<file path="src/rtl/uart_interrupt_arbiter.sv">
// uart_interrupt_arbiter
//
// Collects UART event pulses into per-source pending latches. It masks them with
// the interrupt enables and picks the highest-priority pending source; index 1
// wins. It then drives the host interrupt line and the ISR read image.
//
// Ports:
//   clk_i, rst_i        clock, synchronous active-high reset
//   frame_err_i         source 1 pulse      parity_err_i   source 2 pulse
//   overrun_i           source 3 pulse      rx_thresh_i    source 4 pulse
//   rx_timeout_i        source 5 pulse      tx_done_i      source 6 pulse
//   cfg_done_i          source 7 pulse
//   int_en_i[6:0]       per-source enable, bit k-1 = source k
//   rx_fifo_empty_i     RX FIFO empty level (feeds RXRDY)
//   iack_i              one-cycle interrupt acknowledge strobe
//   irq_o               interrupt request, active level = IRQ_ACTIVE_LEVEL
//   int_pending_o       any enabled source pending
//   isr_o[7:0]          {RXRDY, FRM, PAR, OVR, INTID[2:0], IACK}
//
// Parameters:
//   ACK_TIMEOUT_CYCLES  cycles in ASSERT without iack before re-arbitrating (0 = never)
//   IRQ_ACTIVE_LEVEL    level driven on irq_o while asserted
//
// Build option:
//   ERR_STICKY_EN       when defined, FRM/PAR/OVR are sticky status bits cleared by
//                       an acknowledge of INTID 1..3; otherwise they decode INTID.

module uart_interrupt_arbiter #(
  parameter int unsigned ACK_TIMEOUT_CYCLES = 0,
  parameter bit          IRQ_ACTIVE_LEVEL   = 1'b1
) (
  input  logic       clk_i,
  input  logic       rst_i,
  input  logic       frame_err_i,
  input  logic       parity_err_i,
  input  logic       overrun_i,
  input  logic       rx_thresh_i,
  input  logic       rx_timeout_i,
  input  logic       tx_done_i,
  input  logic       cfg_done_i,
  input  logic [6:0] int_en_i,
  input  logic       rx_fifo_empty_i,
  input  logic       iack_i,
  output logic       irq_o,
  output logic       int_pending_o,
  output logic [7:0] isr_o
);

  localparam logic [1:0] StIdle   = 2'd0;
  localparam logic [1:0] StAssert = 2'd1;
  localparam logic [1:0] StRearm  = 2'd2;

  localparam int unsigned CntW =
      (ACK_TIMEOUT_CYCLES > 0) ? $clog2(ACK_TIMEOUT_CYCLES + 1) : 1;
  // Last ASSERT cycle before the timeout fires; the counter never reaches the limit itself.
  localparam logic [CntW-1:0] CntLast =
      (ACK_TIMEOUT_CYCLES > 0) ? CntW'(ACK_TIMEOUT_CYCLES - 1) : '0;

  logic [1:0]      state_q, state_d;
  logic [6:0]      pend_q, pend_d;
  logic [2:0]      intid_q, intid_d;
  logic [CntW-1:0] cnt_q, cnt_d;
  logic            irq_q, irq_d;
  logic            int_pending_q;
  logic            rxrdy_q;

  logic [6:0] events;
  logic [6:0] ack_clr;
  logic [2:0] win_id;
  logic       ack_hit;
  logic [2:0] isr_intid;
  logic [2:0] err_bits;  // {OVR, PAR, FRM}

  assign events = {cfg_done_i, tx_done_i, rx_timeout_i, rx_thresh_i,
                   overrun_i, parity_err_i, frame_err_i};

  // Acknowledge only counts while an interrupt is actually being presented.
  assign ack_hit = (state_q == StAssert) && iack_i;

  // Descending scan so the lowest pending index is the one left standing.
  always_comb begin
    win_id = '0;
    for (int k = 7; k >= 1; k--) begin
      if (pend_q[k-1]) win_id = 3'(k);
    end
  end

  always_comb begin
    ack_clr = '0;
    if (ack_hit && (intid_q != 3'd0)) ack_clr[intid_q - 3'd1] = 1'b1;
  end

  // A new enabled event overrides a same-cycle acknowledge clear; disabling a
  // source drops its pending bit.
  assign pend_d = (events & int_en_i) | (pend_q & int_en_i & ~ack_clr);

  always_comb begin
    state_d = state_q;
    intid_d = intid_q;
    cnt_d   = cnt_q;
    irq_d   = irq_q;
    case (state_q)
      StIdle, StRearm: begin
        cnt_d = '0;
        if (|pend_q) begin
          state_d = StAssert;
          intid_d = win_id;
          irq_d   = 1'b1;
        end else begin
          state_d = StIdle;
          intid_d = '0;
          irq_d   = 1'b0;
        end
      end
      StAssert: begin
        if (ack_hit) begin
          state_d = StIdle;
          intid_d = '0;
          irq_d   = 1'b0;
          cnt_d   = '0;
        end else if (ACK_TIMEOUT_CYCLES > 0) begin
          if (cnt_q == CntLast) begin
            state_d = StRearm;
            irq_d   = 1'b0;
            cnt_d   = '0;
          end else begin
            cnt_d = cnt_q + 1'b1;
          end
        end
      end
      default: begin
        state_d = StIdle;
        intid_d = '0;
        irq_d   = 1'b0;
        cnt_d   = '0;
      end
    endcase
  end

  always_ff @(posedge clk_i) begin
    if (rst_i) begin
      state_q       <= StIdle;
      pend_q        <= '0;
      intid_q       <= '0;
      cnt_q         <= '0;
      irq_q         <= 1'b0;
      int_pending_q <= 1'b0;
      rxrdy_q       <= 1'b0;
    end else begin
      state_q       <= state_d;
      pend_q        <= pend_d;
      intid_q       <= intid_d;
      cnt_q         <= cnt_d;
      irq_q         <= irq_d;
      int_pending_q <= |pend_d;  // tracks pend_q exactly
      rxrdy_q       <= ~rx_fifo_empty_i;
    end
  end

  assign isr_intid = (state_q == StAssert) ? intid_q : 3'd0;

`ifdef ERR_STICKY_EN
  logic [2:0] err_q, err_d;
  logic       err_clr;

  assign err_clr = ack_hit && (intid_q inside {3'd1, 3'd2, 3'd3});
  // New error pulses win over the acknowledge clear.
  assign err_d   = {overrun_i, parity_err_i, frame_err_i} | (err_q & {3{~err_clr}});

  always_ff @(posedge clk_i) begin
    if (rst_i) err_q <= '0;
    else       err_q <= err_d;
  end

  assign err_bits = err_q;
`else
  assign err_bits = {isr_intid == 3'd3, isr_intid == 3'd2, isr_intid == 3'd1};
`endif

  assign isr_o         = {rxrdy_q, err_bits[0], err_bits[1], err_bits[2], isr_intid, 1'b0};
  assign irq_o         = irq_q ? IRQ_ACTIVE_LEVEL : ~IRQ_ACTIVE_LEVEL;
  assign int_pending_o = int_pending_q;

endmodule

</file>
<file path="config.mk">
export PLATFORM = sky130hd
export DESIGN_NAME = uart_interrupt_arbiter
export DESIGN_NICKNAME = d
export VERILOG_FILES = /design/src/rtl/uart_interrupt_arbiter.sv
export SDC_FILE = /design/constraint.sdc
export NUM_CORES = 1
export LEC_CHECK = 0
export BUFFER_PORTS_ARGS = -buffer_cell sky130_fd_sc_hd__buf_4
export CAP_MARGIN = 20
export CORE_UTILIZATION = 35
export CTS_BUF_LIST = sky130_fd_sc_hd__clkbuf_8 sky130_fd_sc_hd__clkbuf_16
export DETAILED_ROUTE_END_ITERATION = 12
export HOLD_SLACK_MARGIN = 0.08
export PLACE_DENSITY = 0.66
export RECOVER_POWER = 100
export SYNTH_ARGS = -nofsm -noshare
export SYNTH_HDL_FRONTEND = slang
export SYNTH_SLANG_ARGS = --single-unit
</file>
<file path="constraint.sdc">
create_clock -name clk_i -period 2.3 [get_ports clk_i]
set_input_delay 0.345 -clock clk_i [delete_from_list [all_inputs] [get_ports clk_i]]
set_output_delay 0.345 -clock clk_i [all_outputs]
set_load 0.01 [all_outputs]
</file>
==> impl_metrics.json, run 1 <==
{
  "ir_drop_mv": 0.417,
  "max_freq_mhz": 462,
  "dr_wl_met3_um": 94,
  "clock_latency_ns": 0.25,
  "n_fill_cell": 221,
  "m1WireLength_um": 833,
  "core_mm2": 0.00202,
  "synth_edf_count": 0,
  "tns_ns": 0,
  "drt-total-wl_um": 1910,
  "ff2ff_path_depth": 7,
  "place_inst": 149,
  "yosysWarnings": 0,
  "setup_viol": 0,
  "finalHoldViolCount": 0,
  "synth-seq-area-share": 0.338,
  "synth_ff_type": "dfxtp_1",
  "overflow": 0,
  "drive_above_1_share": 0.214,
  "grt_antenna_before_repair": 0,
  "cts_tree": "done",
  "leakagePower_nw": 0.397,
  "layout-area-overhead-vs-synth_pct": 30.9,
  "routedWlPerCell_um": 12.5,
  "num_antenna_cells": 0,
  "finalCritPeriodShare": 0.940,
  "final_antenna_net_count": 0,
  "syn_area_um2": 769,
  "drc": 0,
  "regArea_um2": 263,
  "die_y_um": 48.9,
  "cp-end-kind": "register",
  "grt_pass1_vias": 724,
  "std_cell_rows": 16,
  "grt_max_degree": 16,
  "reg2reg_slack_ns": 0.14,
  "detailedPlacementHpwl_um": 1520,
  "worst_ep_required_time_ns": 2.42,
  "place_congestion": 0.856,
  "die_w_um": 48.9,
  "cts_setup_buffers": 0,
  "htreeDepth": 1,
  "holdCritPathClass": "primary input to register",
  "via_per_inst": 5.15,
  "cts_buffers": 3,
  "ys_types": 35,
  "worstPathArrival_ns": 2.28,
  "drtPass1Iterations": 4,
  "nets": 147,
  "grt_pass1_wl_um": 3180,
  "synthesis.nets": 118,
  "multi_input_area_um2": 462,
  "cts_buffer_depth": 2,
  "postCtsHoldBufs": 0,
  "final_common_cell": "buf_4",
  "clock_sinks": 13,
  "drtIter0Drc": 9,
  "async_flop_share": 0,
  "root_buffer": "clkbuf_8",
  "wl_met2_um": 969,
  "syn_inst": 98,
  "clk_pin_slew_worst_paths_ns": 0.06,
  "holdPathStages": 2,
  "io_buffers": 26,
  "num_vias": 788,
  "cp_max_fo": 5,
  "syn_area_per_cell_um2": 7.85,
  "finalMaxSlewViolations": 0,
  "ys_seq_elements": 13,
  "drv_cap": 0,
  "dieArea_mm2": 0.00239,
  "crit_type": "register to register",
  "rsz0062_at_grt": "no",
  "period_needed_ns": 2.16,
  "skew_ns": 0.000477,
  "status": "complete, no violations",
  "start_kind": "register",
  "grt_usage": 0.177,
  "topRoutingLayerUsed": "met4",
  "ioPinCount": 28,
  "final_cells": 153,
  "layout_common_cells": "buf_4, dfxtp_1, nor2_1, clkbuf_1, nand2_1",
  "initial_core_util": 0.381,
  "power_density_mw_per_mm2": 623
}
[worst max-delay path, cell delays in order, from the launching register on]
cell	delay, ns
dfxtp_2	0.35
inv_1	0.06
ha_1	0.25
xor2_1	0.19
o41a_1	0.45
o21ai_1	0.14
a21oi_1	0.07
or4_1	0.53
[power by group]
part	internal, mW	total (mW)	switching, mW
Combinational	0.0760	0.157	0.0805
Sequential	0.242	0.260	0.0175
Clock	0.120	0.211	0.0906
Total	0.438	0.627	0.189
[worst paths after layout]
check / start / endpoint
setup / recovery: intid_q[0]$_SDFFE_PP0P_ / int_pending_o$_SDFF_PP0_
setup reg to reg: intid_q[0]$_SDFFE_PP0P_ / int_pending_o$_SDFF_PP0_
hold / removal: rx_fifo_empty_i / rxrdy_q$_SDFF_PP0_
hold reg to reg: pend_q[1]$_SDFF_PP0_ / pend_q[1]$_SDFF_PP0_
[through the flow]
step / cell area, um2 / hold WS, ns / power (mW) / setup WS [ns] / util
final: 1010 / 0.241 / 0.627 / 0.137 / 0.498
after global routing: 1010 / 0.239 / 0.662 / 0.0153 / 0.498
after CTS: 1040 / 0.242 / 0.636 / 0.0770 / 0.512
after detailed placement: 990 / 0.503 / 0.427 / 0.106 / 0.489
after global placement: 990 / 0.503 / 0.423 / 0.176 / 0.489
after floorplan: 769 / 0.417 / 0.362 / 0.238 / -
[synthesized netlist by cell type (2+ instances only)]
cell type  number  area share
ha_1            2       0.033
dfxtp_1        13        0.34
a21oi_1         7       0.046
o21ai_0         5       0.033
buf_4           3       0.029
nor3_1          5       0.033
nor3b_1         5       0.049
nand2_1         8       0.039
nor2b_1         2       0.016
a221oi_1        3       0.034
nor2_1         10       0.049
o41a_1          2       0.029
nand2b_1        4       0.033
inv_1           6       0.029
nor4_1          2       0.016
and2_1          2       0.016
[state kept, by name, summed over array words and instances (netlist names)]
signal and flops:
intid_q 3, int_pending_o 1, pend_q 7, irq_q 1
rxrdy_q 1
[layout make-up]
cell class,count,share of cell area
Clock inverter,1,0.00497
Clock buffer,3,0.0410
Timing Repair Buffer,29,0.179
Sequential cell,13,0.261
Tap cell,27,0.0335
Inverter,6,0.0224
Multi-Input combinational cell,74,0.458
[per-layer routing]
layer,track usage,vias to the layer above
met5,0,-
met4,0.0441,0
met3,0.0467,2
met2,0.310,21
met1,0.213,362
li1,-,403
[repair_timing]
item,CTS,global route
resized for setup,0,3
endpoints found under the setup margin,0,1
hold endpoints to repair,0,0
[logic make-up after synthesis]
| logic type | count (synthesis) | synth area share |
|---|---|---|
| xor+xnor | 2 | 0.0228 |
| other cells | 1 | 0.00487 |
| compound gates | 26 | 0.229 |
| fa+ha+maj | 2 | 0.0325 |
| buf+inv | 11 | 0.0699 |
| simple gates | 43 | 0.302 |
| flops | 13 | 0.338 |
(Power assumes the default switching activity.)
==> inputs of run 2 (changes only) <==
--- a/config.mk
+++ b/config.mk
@@ -5,13 +5,14 @@
 export SDC_FILE = /design/constraint.sdc
 export NUM_CORES = 1
 export LEC_CHECK = 0
+export ABC_AREA = 1
 export BUFFER_PORTS_ARGS = -buffer_cell sky130_fd_sc_hd__buf_4
-export CAP_MARGIN = 20
+export CAP_MARGIN = 40
 export CORE_UTILIZATION = 35
 export CTS_BUF_LIST = sky130_fd_sc_hd__clkbuf_8 sky130_fd_sc_hd__clkbuf_16
 export DETAILED_ROUTE_END_ITERATION = 12
 export HOLD_SLACK_MARGIN = 0.08
-export PLACE_DENSITY = 0.66
+export PLACE_DENSITY_LB_ADDON = 0.12
 export RECOVER_POWER = 100
 export SYNTH_ARGS = -nofsm -noshare
 export SYNTH_HDL_FRONTEND = slang
==> impl_metrics.json, run 2 <==
{
  "syn_area_um2": 813,
  "worst_ep_required_time_ns": 2.42,
  "tns_ns": 0,
  "swShare": 0.304,
  "setup_viol": 0,
  "fin_hold_ws_ns": 0.250,
  "finalMaxSlewViolations": 0,
  "top_register": "pend_q",
  "synth-seq-area-share": 0.320,
  "synth_area_leaders": "dfxtp_1, nand2_1, nor2_1",
  "total_power_uw": 604,
  "synth_top_area_frac": 0.320,
  "synthesis.nets": 154,
  "std_cell_rows": 17,
  "relSlewSlack": 0.616,
  "largest_reg_flops": 7,
  "drtPass1Iterations": 3,
  "yosysWarnings": 0,
  "clock_latency_ns": 0.24,
  "final_cells": 189,
  "finalHoldViolCount": 0,
  "pwr-share-clk": 0.333,
  "yosys.cell_count.top_type": "nand2_1",
  "cp_max_fo": 6,
  "initial_core_util": 0.371,
  "clock_sinks": 13,
  "layout_common_cells": "nand2_1, nor2_1, buf_4",
  "cts_resized": 0,
  "grt_pass1_vias": 739,
  "cts_setup_buffers": 0,
  "grt_usage": 0.161,
  "final_antenna_net_count": 0,
  "postCtsHoldBufs": 0,
  "holdPathStages": 2,
  "period_needed_ns": 1.86,
  "cp-end-kind": "register",
  "power_density_mw_per_mm2": 590,
  "core_mm2": 0.00219,
  "layout-area-overhead-vs-synth_pct": 25.7,
  "clk_pin_slew_worst_paths_ns": 0.06,
  "via_per_inst": 4.38,
  "num_vias": 828,
  "place_congestion": 0.767,
  "dieArea_mm2": 0.00252,
  "detailedPlacementHpwl_um": 1420,
  "root_buffer": "clkbuf_8",
  "pwr-share-comb": 0.235,
  "status": "complete, no violations",
  "syn_inst": 134,
  "cts_buffer_depth": 2,
  "drc": 0,
  "grt_antenna_before_repair": 0,
  "p_int_uw": 420,
  "synth_ff_type": "dfxtp_1",
  "overflow": 0,
  "crit_type": "register to register",
  "die_y_um": 50.2,
  "worst_slew_pin_slew_ns": 0.577,
  "drv_cap": 0,
  "syn_area_per_cell_um2": 6.07,
  "die_w_um": 50.2,
  "worstPathArrival_ns": 1.97,
  "routedWlPerCell_um": 9.17,
  "async_flop_share": 0,
  "netSwitchingPower_uw": 183,
  "synth_common_cells": "nand2_1, nor2_1, dfxtp_1, inv_1, a21oi_1",
  "cts_buffers": 3,
  "cts_tree": "done",
  "leakagePower_nw": 0.532,
  "finalCritPeriodShare": 0.807,
  "drive_above_1_share": 0.186,
  "pwr-share-seq": 0.432,
  "start_kind": "register",
  "ys_seq_elements": 13,
  "drt-total-wl_um": 1730,
  "place_inst": 185,
  "rsz0062_at_grt": "no",
  "synth_largest_area_cell": "dfxtp_1",
  "setup_slack_ns": 0.445,
  "io_buffers": 26,
  "skew_ns": 0.00440,
  "final_common_cell": "nand2_1",
  "grt_max_degree": 14,
  "whs_endpoint": "rxrdy_q$_SDFF_PP0_",
  "r2r-start": "intid_q[0]$_SDFFE_PP0P_",
  "max_freq_mhz": 539,
  "pre_cts_ws_ns": 0.545,
  "ir_drop_mv": 0.344,
  "ff2ff_path_depth": 9,
  "grt_pass1_wl_um": 2970,
  "reg2reg_to": "int_pending_o$_SDFF_PP0_",
  "holdCritPathClass": "primary input to register",
  "nets": 182,
  "reg.largest.list": "pend_q (7), intid_q (3)",
  "synth_edf_count": 0,
  "htreeDepth": 1,
  "ys_types": 19,
  "reg2reg_slack_ns": 0.44,
  "drtIter0Drc": 7,
  "ioPinCount": 28,
  "num_antenna_cells": 0,
  "hold_start": "rx_fifo_empty_i"
}
-- run 2: cell types whose count changed in the layout (fill, tap and decap cells not counted), moves of 4 or more --
| cell | previous run | this run |
|---|---|---|
| nand2_1 | 8 | 44 |
| inv_1 | 6 | 15 |
| nand3_1 | 0 | 7 |
| nor2_1 | 10 | 17 |
| inv_2 | 0 | 6 |
| nor3b_1 | 5 | 0 |
| a21oi_1 | 7 | 11 |
| nand2b_1 | 4 | 0 |
| o21ai_0 | 5 | 1 |
-- run 2: area by class of cell --
class                   instances  area (um2)
well taps                      28        35.0
clock buffers                   3        41.3
repair buffers                 26         158
flip-flops and latches         13         260
clock inverters                 1        3.75
inverters                      23        86.3
fillers                       246        1170
multi-input cells              95         438
-- run 2: how the worst max path moves through the flow --
| stage | slack [ns] | start | end |
|---|---|---|---|
| floorplan | 0.77 | intid_q[0]$_SDFFE_PP0P_ | int_pending_o$_SDFF_PP0_ |
| global placement | 0.56 | intid_q[0]$_SDFFE_PP0P_ | int_pending_o$_SDFF_PP0_ |
| detailed placement | 0.55 | intid_q[0]$_SDFFE_PP0P_ | int_pending_o$_SDFF_PP0_ |
| CTS | 0.53 | intid_q[0]$_SDFFE_PP0P_ | int_pending_o$_SDFF_PP0_ |
| global route | 0.27 | intid_q[0]$_SDFFE_PP0P_ | int_pending_o$_SDFF_PP0_ |
| finish | 0.44 | intid_q[0]$_SDFFE_PP0P_ | int_pending_o$_SDFF_PP0_ |
-- run 2: layer usage --
metal	share of wire	routed length (um)	up-vias	GRT usage
met5	0	0	-	0
met4	0.012	21	0	0.0571
met3	0.045	78	5	0.0545
met2	0.47	806	17	0.269
met1	0.48	826	349	0.188
li1	-	-	457	-
-- run 2: kinds of logic after synthesis --
family	share of synthesized area
and+or+nand+nor	0.417
buffers and inverters	0.134
other	0.00461
DFF	0.320
adders and majority gates	0.0308
AOI/OAI and AO/OA	0.0939
-- run 2: critical path: stages, from the launching register on --
cell and delay (ns):
dfxtp_1 0.45, inv_1 0.14, ha_1 0.35, inv_1 0.05, nor2_1 0.14, nand2_1 0.07, a21boi_0 0.24, nand3_1 0.12
nor2_1 0.12, nor2_1 0.04
-- run 2: per-stage QoR --
stage                     utilization  cell area, um2
final                           0.467            1020
after global routing            0.467            1020
after CTS                       0.487            1070
after detailed placement        0.466            1020
after global placement          0.466            1020
after floorplan                     -             813
-- run 2: power groups by stage --
stage / sequential, mW / combinational, mW / clock, mW
after CTS: 0.262 / 0.153 / 0.210
final: 0.261 / 0.142 / 0.201
after global routing: 0.266 / 0.162 / 0.218
after floorplan: 0.263 / 0.103 / 0
after detailed placement: 0.267 / 0.152 / 0
after global placement: 0.266 / 0.150 / 0
==> inputs of run 3 (changes only) <==
==> constraint.sdc (replaced) <==
create_clock -name clk_i -period 1.7 [get_ports clk_i]
set_input_delay 0.255 -clock clk_i [delete_from_list [all_inputs] [get_ports clk_i]]
set_output_delay 0.255 -clock clk_i [all_outputs]
set_load 0.01 [all_outputs]
==> impl_metrics.json, run 3 (synthesis results as in run 2) <==
{
  "pwr-share-comb": 0.266,
  "grt_pass1_vias": 752,
  "finalHoldViolCount": 0,
  "detailedPlacementHpwl_um": 1420,
  "clk_pin_slew_worst_paths_ns": 0.06,
  "num_antenna_cells": 0,
  "netSwitchingPower_uw": 273,
  "swShare": 0.316,
  "period_needed_ns": 1.57,
  "holdPathStages": 2,
  "drv_cap": 0,
  "holdCritPathClass": "primary input to register",
  "cts_buffer_depth": 2,
  "dieArea_mm2": 0.00252,
  "p_int_uw": 589,
  "tns_ns": 0,
  "num_vias": 856,
  "hold_start": "rx_fifo_empty_i",
  "total_power_uw": 862,
  "drc": 0,
  "max_freq_mhz": 638,
  "final_antenna_net_count": 0,
  "root_buffer": "clkbuf_8",
  "skew_ns": 0.00412,
  "setup_viol": 0,
  "layout-area-overhead-vs-synth_pct": 32.3,
  "final_common_cell": "nand2_1",
  "pwr-share-seq": 0.400,
  "pwr-share-clk": 0.334,
  "io_buffers": 26,
  "cts_buffers": 3,
  "cp_max_fo": 4,
  "ir_drop_mv": 0.401,
  "die_w_um": 50.2,
  "drtPass1Iterations": 4,
  "routedWlPerCell_um": 9.53,
  "grt_usage": 0.160,
  "power_density_mw_per_mm2": 801,
  "place_congestion": 0.747,
  "ioPinCount": 28,
  "finalMaxSlewViolations": 0,
  "largest_reg_flops": 7,
  "initial_core_util": 0.371,
  "cts_tree": "done",
  "via_per_inst": 4.48,
  "place_inst": 187,
  "std_cell_rows": 17,
  "crit_type": "register to register",
  "drtIter0Drc": 18,
  "cp-end-kind": "register",
  "grt_max_degree": 14,
  "whs_endpoint": "rxrdy_q$_SDFF_PP0_",
  "ff2ff_path_depth": 9,
  "start_kind": "register",
  "grt_antenna_before_repair": 0,
  "rsz0062_at_grt": "no",
  "status": "complete, no violations",
  "core_mm2": 0.00219,
  "clock_sinks": 13,
  "htreeDepth": 1,
  "drive_above_1_share": 0.245,
  "worst_ep_required_time_ns": 1.84,
  "reg.largest.list": "pend_q (7), intid_q (3)",
  "clock_latency_ns": 0.25,
  "r2r-start": "intid_q[1]$_SDFFE_PP0P_",
  "drt-total-wl_um": 1820,
  "reg2reg_slack_ns": 0.13,
  "die_y_um": 50.2,
  "grt_pass1_wl_um": 3010,
  "nets": 184,
  "leakagePower_nw": 0.557,
  "postCtsHoldBufs": 0,
  "overflow": 0,
  "worstPathArrival_ns": 1.70,
  "layout_common_cells": "nand2_1, buf_4, nor2_1",
  "fin_hold_ws_ns": 0.155,
  "top_register": "pend_q",
  "reg2reg_to": "int_pending_o$_SDFF_PP0_",
  "finalCritPeriodShare": 0.922,
  "final_cells": 191
}
run 3: changes by cell type in the layout (fill, tap and decap cells not counted), sizes merged:
cell | previous run | this run
clkbuf | 13 | 10
buf | 16 | 21
run 3: area by class of cell:
type	instances	area, um2
multi-input cells	95	465
clock buffers	3	41.3
well taps	28	35.0
clock inverters	1	3.75
repair buffers	28	184
flip-flops and latches	13	260
fillers	254	1110
inverters	23	86.3
run 3: metal layers:
layer	GRT usage	up-vias	share of wire
met5	0	-	0
met4	0.0714	0	0.018
met3	0.0273	5	0.033
met2	0.276	17	0.48
met1	0.193	373	0.47
li1	-	461	-
run 3: worst max path at each step:
stage	depth (start not counted)	from	slack, ns	end
floorplan	9	intid_q[0]$_SDFFE_PP0P_	0.17	int_pending_o$_SDFF_PP0_
global placement	9	intid_q[1]$_SDFFE_PP0P_	0.11	int_pending_o$_SDFF_PP0_
detailed placement	9	intid_q[1]$_SDFFE_PP0P_	0.12	int_pending_o$_SDFF_PP0_
CTS	9	intid_q[1]$_SDFFE_PP0P_	0.10	int_pending_o$_SDFF_PP0_
global route	11	intid_q[0]$_SDFFE_PP0P_	0.004	int_pending_o$_SDFF_PP0_
finish	9	intid_q[1]$_SDFFE_PP0P_	0.13	int_pending_o$_SDFF_PP0_
run 3: timing repair:
item / 4_1_cts / 5_1_grt
resized for setup: 0 / 5
setup buffers: 0 / 0
setup endpoints to repair: 0 / 1
run 3: power groups by stage:
| stage | registers [mW] | clock network (mW) | logic (mW) |
|---|---|---|---|
| after floorplan | 0.356 | 0 | 0.139 |
| after global placement | 0.352 | 0 | 0.221 |
| after detailed placement | 0.351 | 0 | 0.223 |
| after CTS | 0.345 | 0.287 | 0.225 |
| after global routing | 0.349 | 0.306 | 0.260 |
| final | 0.345 | 0.288 | 0.229 |
run 3: critical path, cell delays in order (launching register included):
cell      delay (ns)
dfxtp_1         0.36
inv_2           0.08
ha_4            0.28
inv_1           0.04
nor2_1          0.13
nand2_1         0.07
a21boi_0        0.23
nand3_1         0.11
nor2_1          0.11
nor2_1          0.05
run 3: per-stage QoR:
step	cell area [um2]	setup slack, ns	utilization
floorplan	813	0.171	-
global placement	1040	0.110	0.473
detailed placement	1040	0.119	0.473
CTS	1080	0.102	0.493
global route	1080	0.00425	0.491
finish	1080	0.133	0.491
